`src/rtl/operand_serializer_pkg.sv`:
```
// Shared word-serial package: word geometry, the word type and the
// serializer FSM state encoding. The word-serial adder uses the same package.
package operand_serializer_pkg;

  localparam int WORD_SIZE    = 8;
  localparam int OPERAND_BITS = 256;
  localparam int NUM_WORDS    = OPERAND_BITS / WORD_SIZE;

  typedef logic [WORD_SIZE-1:0] word_type;

  typedef enum logic {
    IDLE = 1'b0,
    SEND = 1'b1
  } ser_state_e;

endpackage

```
`src/rtl/operand_serializer.sv`:
```
// operand_serializer: accepts a pair of wide operands and streams them out
// LSB-word first, one word pair per cycle, with back-to-back chaining on the
// last word.
// Optional macro SER_ABORT_EN adds an 'abort' input that ends the current
// operation early (last_out forced high on the current word).
module operand_serializer
  import operand_serializer_pkg::*;
#(
  parameter int WORD_SIZE = operand_serializer_pkg::WORD_SIZE,
  parameter int NUM_WORDS = operand_serializer_pkg::NUM_WORDS
) (
  input  logic                           clk,
  input  logic                           rst,
  input  logic                           in_valid,
  output logic                           in_ready,
  input  logic [WORD_SIZE*NUM_WORDS-1:0] op_a,
  input  logic [WORD_SIZE*NUM_WORDS-1:0] op_b,
`ifdef SER_ABORT_EN
  input  logic                           abort,
`endif
  output logic                           valid_out,
  output logic                           last_out,
  output logic [WORD_SIZE-1:0]           data_out_0,
  output logic [WORD_SIZE-1:0]           data_out_1,
  output logic                           busy
);

  localparam int OP_W  = WORD_SIZE * NUM_WORDS;
  localparam int CNT_W = (NUM_WORDS > 1) ? $clog2(NUM_WORDS) : 1;
  localparam logic [CNT_W-1:0] LAST_CNT = CNT_W'(NUM_WORDS - 1);

  ser_state_e        state_q, state_d;
  logic [CNT_W-1:0]  cnt_q, cnt_d;
  logic [OP_W-1:0]   sh_a_q, sh_a_d;
  logic [OP_W-1:0]   sh_b_q, sh_b_d;

  logic in_send;
  logic at_last;
  logic abort_now;
  logic accept;

  // Handshake and output decode from the current state; abort only matters in SEND.
  always_comb begin
    in_send   = (state_q == SEND);
    abort_now = 1'b0;
`ifdef SER_ABORT_EN
    abort_now = in_send && abort;
`endif
    at_last    = in_send && (cnt_q == LAST_CNT);
    in_ready   = ((state_q == IDLE) || at_last) && !abort_now;
    accept     = in_valid && in_ready;
    valid_out  = in_send;
    busy       = in_send;
    last_out   = at_last || abort_now;
    data_out_0 = in_send ? sh_a_q[WORD_SIZE-1:0] : '0;
    data_out_1 = in_send ? sh_b_q[WORD_SIZE-1:0] : '0;
  end

  // Next-state: load on acceptance, otherwise shift one word per SEND cycle
  // and drop back to IDLE after the final (or aborted) word.
  always_comb begin
    state_d = state_q;
    cnt_d   = cnt_q;
    sh_a_d  = sh_a_q;
    sh_b_d  = sh_b_q;
    if (accept) begin
      state_d = SEND;
      cnt_d   = '0;
      sh_a_d  = op_a;
      sh_b_d  = op_b;
    end else if (in_send) begin
      if (at_last || abort_now) begin
        state_d = IDLE;
      end else begin
        cnt_d  = cnt_q + CNT_W'(1);
        sh_a_d = sh_a_q >> WORD_SIZE;
        sh_b_d = sh_b_q >> WORD_SIZE;
      end
    end
  end

  // State, counter and shift registers; reset clears everything at once.
  always_ff @(posedge clk or negedge rst) begin
    if (!rst) begin
      state_q <= IDLE;
      cnt_q   <= '0;
      sh_a_q  <= '0;
      sh_b_q  <= '0;
    end else begin
      state_q <= state_d;
      cnt_q   <= cnt_d;
      sh_a_q  <= sh_a_d;
      sh_b_q  <= sh_b_d;
    end
  end

endmodule

```
`config.mk`:
```
export PLATFORM = sky130hd
export DESIGN_NAME = operand_serializer
export DESIGN_NICKNAME = d
export VERILOG_FILES = /design/src/rtl/operand_serializer_pkg.sv /design/src/rtl/operand_serializer.sv
export SDC_FILE = /design/constraint.sdc
export NUM_CORES = 1
export LEC_CHECK = 0
export ABC_AREA = 1
export CAP_MARGIN = 20
export CORE_ASPECT_RATIO = 1.5
export CORE_UTILIZATION = 51
export DETAILED_ROUTE_END_ITERATION = 6
export PLACE_DENSITY = 0.79
export SYNTH_ARGS = -nofsm -noshare
export SYNTH_HDL_FRONTEND = slang
export SYNTH_SLANG_ARGS = --single-unit
```
`constraint.sdc`:
```
create_clock -name clk -period 2.2 [get_ports clk]
set_input_delay 0.44 -clock clk [delete_from_list [all_inputs] [get_ports clk]]
set_output_delay 0.44 -clock clk [all_outputs]
set_load 0.02 [all_outputs]
```
* Word-level counts from Yosys, hierarchy flattened
Cells that the tools add are included.
** Word-level totals
- Word-level logic and storage cells :: 27
- Bits of input ports :: 515
- Output and inout port bits :: 20
- Register bits after elaboration :: 518
** Cells by class
- Multiplexer cells :: 14
- Reduce and logical (&&, ||, !) cells :: 5
- Equality and inequality tests :: 2
- Bitwise logic cells :: 1
- $add $sub $neg :: 1
** Operators by type and width (number)
- $mux W256 :: 6
- $mux W8 :: 2
- $mux W5 :: 3
- $add A5 B1 Y5 const B :: 1
- $eq A5 B5 Y1 const B :: 1
- $mux W1 :: 3
- $logic_and A1 B1 Y1 :: 2
- $ne A2 B1 Y1 const B :: 1
- $reduce_and A2 Y1 :: 1
- $reduce_bool A2 Y1 :: 1
- $logic_or A1 B1 Y1 :: 1
- $not A1 Y1 :: 1

* Depth between registers and ports, before layout
- Depth after elaboration :: 6
- Mapped depth :: 11
- Depth with buffers taken out :: 9

* Worst setup path before layout
No wires, ideal clock.
- Kind :: flip-flop to output port
- Start point :: register cnt_q[0]
- End point :: output port in_ready
- Required time :: 1.760 ns
- Buffers on the path :: 2
- Cell stages (with the launch flop) :: 9
- Arrival :: 1.478 ns
- Setup slack :: 0.282 ns
- Cell sequence :: dfrtp_1 -> ha_1 -> nand2_1 -> nor2_1 -> ha_1 -> inv_1 -> nand2_1 -> buf_4 -> buf_2
** Between the ends
- Cells in the longest elaborated chain, start to end :: 3
** RTL lines
- start, declared :: RTL line operand_serializer.sv:33 : logic [CNT_W-1:0] cnt_q, cnt_d;
- start signal, assigned :: RTL line operand_serializer.sv:91 : cnt_q <= cnt_d;
- $eq A5 B5 Y1 :: RTL line operand_serializer.sv:49 : at_last = in_send && (cnt_q == LAST_CNT);
- $logic_and A1 B1 Y1 :: RTL line operand_serializer.sv:49
- $logic_or A1 B1 Y1 :: RTL line operand_serializer.sv:50 : in_ready = ((state_q == IDLE) || at_last) && !abort_now;
- end, declared :: RTL line operand_serializer.sv:15 : output logic in_ready,
No other way between the ends.

* Final worst setup path
- Start point :: register cnt_q[0]
- End point :: output port last_out
** Between the ends
- Cells in the longest elaborated chain, start to end :: 2
** RTL lines
- $eq A5 B5 Y1 :: RTL line operand_serializer.sv:49
- $logic_and A1 B1 Y1 :: RTL line operand_serializer.sv:49
- end, declared :: RTL line operand_serializer.sv:22 : output logic last_out,
No other way between the ends.

==> summary.md <==
| Metric | Value |
|---|---|
| Power per Cell Area | 1020 nW/um2 |
| H-tree level count | 2 |
| Cts bufs inserted | 48 |
| CTS sink cnt | approximately 520 |
| Worst path cell trace | ha_4 > nand2_4 > nor2_4 > ha_4 > buf_6 > nand2_4 > inv_4 > buf_6 |
| DR vias | 22600 |
| RSZ-0062 raised after global routing | true |
| Crit. End Element | output port |
| Worst min-delay path class | input pin to flip-flop |
| Synthesized area | ~24000 um2 |
| Slowest Stage Delay on Critical Path | 0.40 ns |
| Actual slew at the worst max-slew pin | 0.593 ns |
| Average size of a mapped cell | 8.27 um2 |
| Final Cycle Share | 103% |
| Cell count after synthesis | 2843 |
| CTS Buffer Depth | 3 |
| TritonCTS clock tree | built |
| Min setup slack post-route | -0.0758 ns |
| Final ANT Viol Nets | 0 |
| Critical path required time | 1.76 ns |
| Max Fclk | 439 MHz |
| Setup CP Type | flip-flop to output port |
| Finished Cell Area | 31400 um2 |
| Status | complete, but fails checks |
| Crit-path slowest cell | dfrtp_1 |
| Hold Vio Cnt, Final | 0 |
| Vias in the first global route | 22200 |
| Endpoints failing setup | 2 |
| Die Y | 265 um |
| Final min period | 2.28 ns |
| Final nets | 3823 |
| Crit start category | flip-flop |
| Floorplan core area | 45600 um2 |
| DR WL/cell | 19.1 um |
| Gr ovfl total | 0 |
| Initial antenna violation count | 24 |
| Starting Density | 51.5% |
| Row count | 96 |
| DR iter-0 viols | roughly 2000 |
| Worst Skew | 0.0215 ns |
| Routed WL | 75500 um |
| Critical Path AT | 1.84 ns |
| Most frequent cells in the layout | 1067 x nand2_1, 993 x nand3_1, 518 x dfrtp_1 |
| Port Buffers | 534 |
| Synthesized Nets | 3360 |
| YS warnings | 0 |
| RD Place Congestion | between 0.9 and 1 |
| Tot GR Track Use | 31.8% |
| Dpl hpwl | 51800 um |
| Reg clk slew, reported paths | about 0.070 ns |
| Root buffer cell | clkbuf_16 |
| Sequential-to-total area share from yosys stat | 55.2% |
| DR pass1 iterations | 6 |
| Leak Pwr | 0.0149 uW |
| MaxCap Viol Count | 0 |
| Largest net degree at the start of global routing | 107 |
| Placed Area | 29600 um2 |
| Worst-Skew Late Latency | between 0.5 and 0.6 ns |
| Yosys reg bits | 518 |
| P&R area growth vs syn | 33.4% |
| DRC viols | 0 |
| Worst Path Max Fanout | 3 |
| Headroom to the max-slew limit | 60.5% |
| Via-per-instance ratio | ~5.7 |
| Failing checks | negative setup slack |
| Chip Width | 177 um |
| Max VDD drop | 0.000631 V |
| Die Footprint | roughly 47000 um2 |
| Wire length of the first global-routing pass | 117000 um |
| Leading cell type in the layout, fill and taps excluded | nand2_1 |
| I/O pins | about 540 |
| Hold Slack | between 0.3 and 0.4 ns |
| Setup tns final | -0.118 ns |
| Fin. max-slew vios | 0 |
| Share of cells above drive strength 1 | 6.22% |
| Yosys cell types | 16 |
registers in the layout, indices dropped and copies added (netlist names):
register / cells
busy: 1
sh_a_q: 256
sh_b_q: 256
cnt_q: 5
per-layer routing:
layer,track usage (%),part of all wire (%)
met5,0,0.064
met4,18.1,5.7
met3,6.24,8.3
met2,53.1,50
met1,38.2,36
through the flow:
step                util [%]  cells  setup WS [ns]  total power (uW)
floorplan                  -   2843          0.282             19800
global placement        64.9   3838         -0.192             23100
detailed placement      64.9   3838         -0.149             23500
CTS                     68.4   3931         -0.118             32000
global route            68.7   3954         -0.119             33700
finish                  68.7   3955        -0.0758             32000
kinds of logic after synthesis:
| logic type | Yosys count | share of synthesized area, % |
|---|---|---|
| compound gates | 4 | 0.0851 |
| fa+ha+maj | 2 | 0.106 |
| buf+inv | 250 | 6.10 |
| flops | 518 | 55.2 |
| simple gates | 2069 | 38.6 |
final timing paths:
path / start / to / slack, ns / depth (start not counted)
worst max-delay path: cnt_q[0] / last_out / -0.08 / 8
worst min-delay path: in_valid / sh_b_q[1] / 0.35 / 3
worst max register to register: cnt_q[0] / sh_b_q[76] / 0.06 / 11
worst min register to register: sh_b_q[253] / sh_b_q[253] / 0.47 / 2
max in group asynchronous: rst / sh_a_q[227] / 0.92 / 3
min in group asynchronous: rst / sh_b_q[142] / 0.42 / 2
worst max-delay path: cells and delay by family (launching register included):
family | cells | cell delay (ns)
AND/OR/NAND/NOR | 3 | 0.25
buffers and inverters | 3 | 0.27
flip-flops | 1 | 0.40
adder cells (fa/ha/maj) | 2 | 0.33
power by group:
part	switching, uW	total [uW]	internal, uW
logic	4840	8700	3860
clock network	3720	8450	4730
registers	1970	14800	12900
total	10500	32000	21500
what timing repair did:
item                                   CTS  global route
endpoints found under the hold margin   38             0
setup buffers                            2             3
setup endpoints to repair              257           241
gates resized for setup                 41            13
hold buffers                             1             0
pin swaps                                1             4
cell type report:
class / instances / area, um2
multi-input combinational: 2075 / 9160
sequential: 518 / 13000
antenna: 21 / 52.6
timing repair buffer: 638 / 6740
inverter: 25 / 101
clock buffer: 70 / 1460
tap: 588 / 736
clock inverter: 20 / 149
fill: 3485 / 14300
cell usage after synthesis:
library cell / instances / area (um2)
dfrtp_1: 518 / 13000
nor2_8: 3 / 60.1
buf_4: 24 / 180
nand3_1: 993 / 4970
nor2_1: 2 / 7.51
inv_1: 23 / 86.3
a21oi_1: 1 / 5.00
ha_1: 2 / 25.0
buf_2: 101 / 505
o21ai_0: 3 / 15.0
buf_6: 37 / 417
inv_2: 2 / 7.51
nand2_1: 1070 / 4020
buf_1: 4 / 15.0
nand4_1: 1 / 6.26
clkbuf_1: 59 / 221
(Power assumes the default switching activity.)
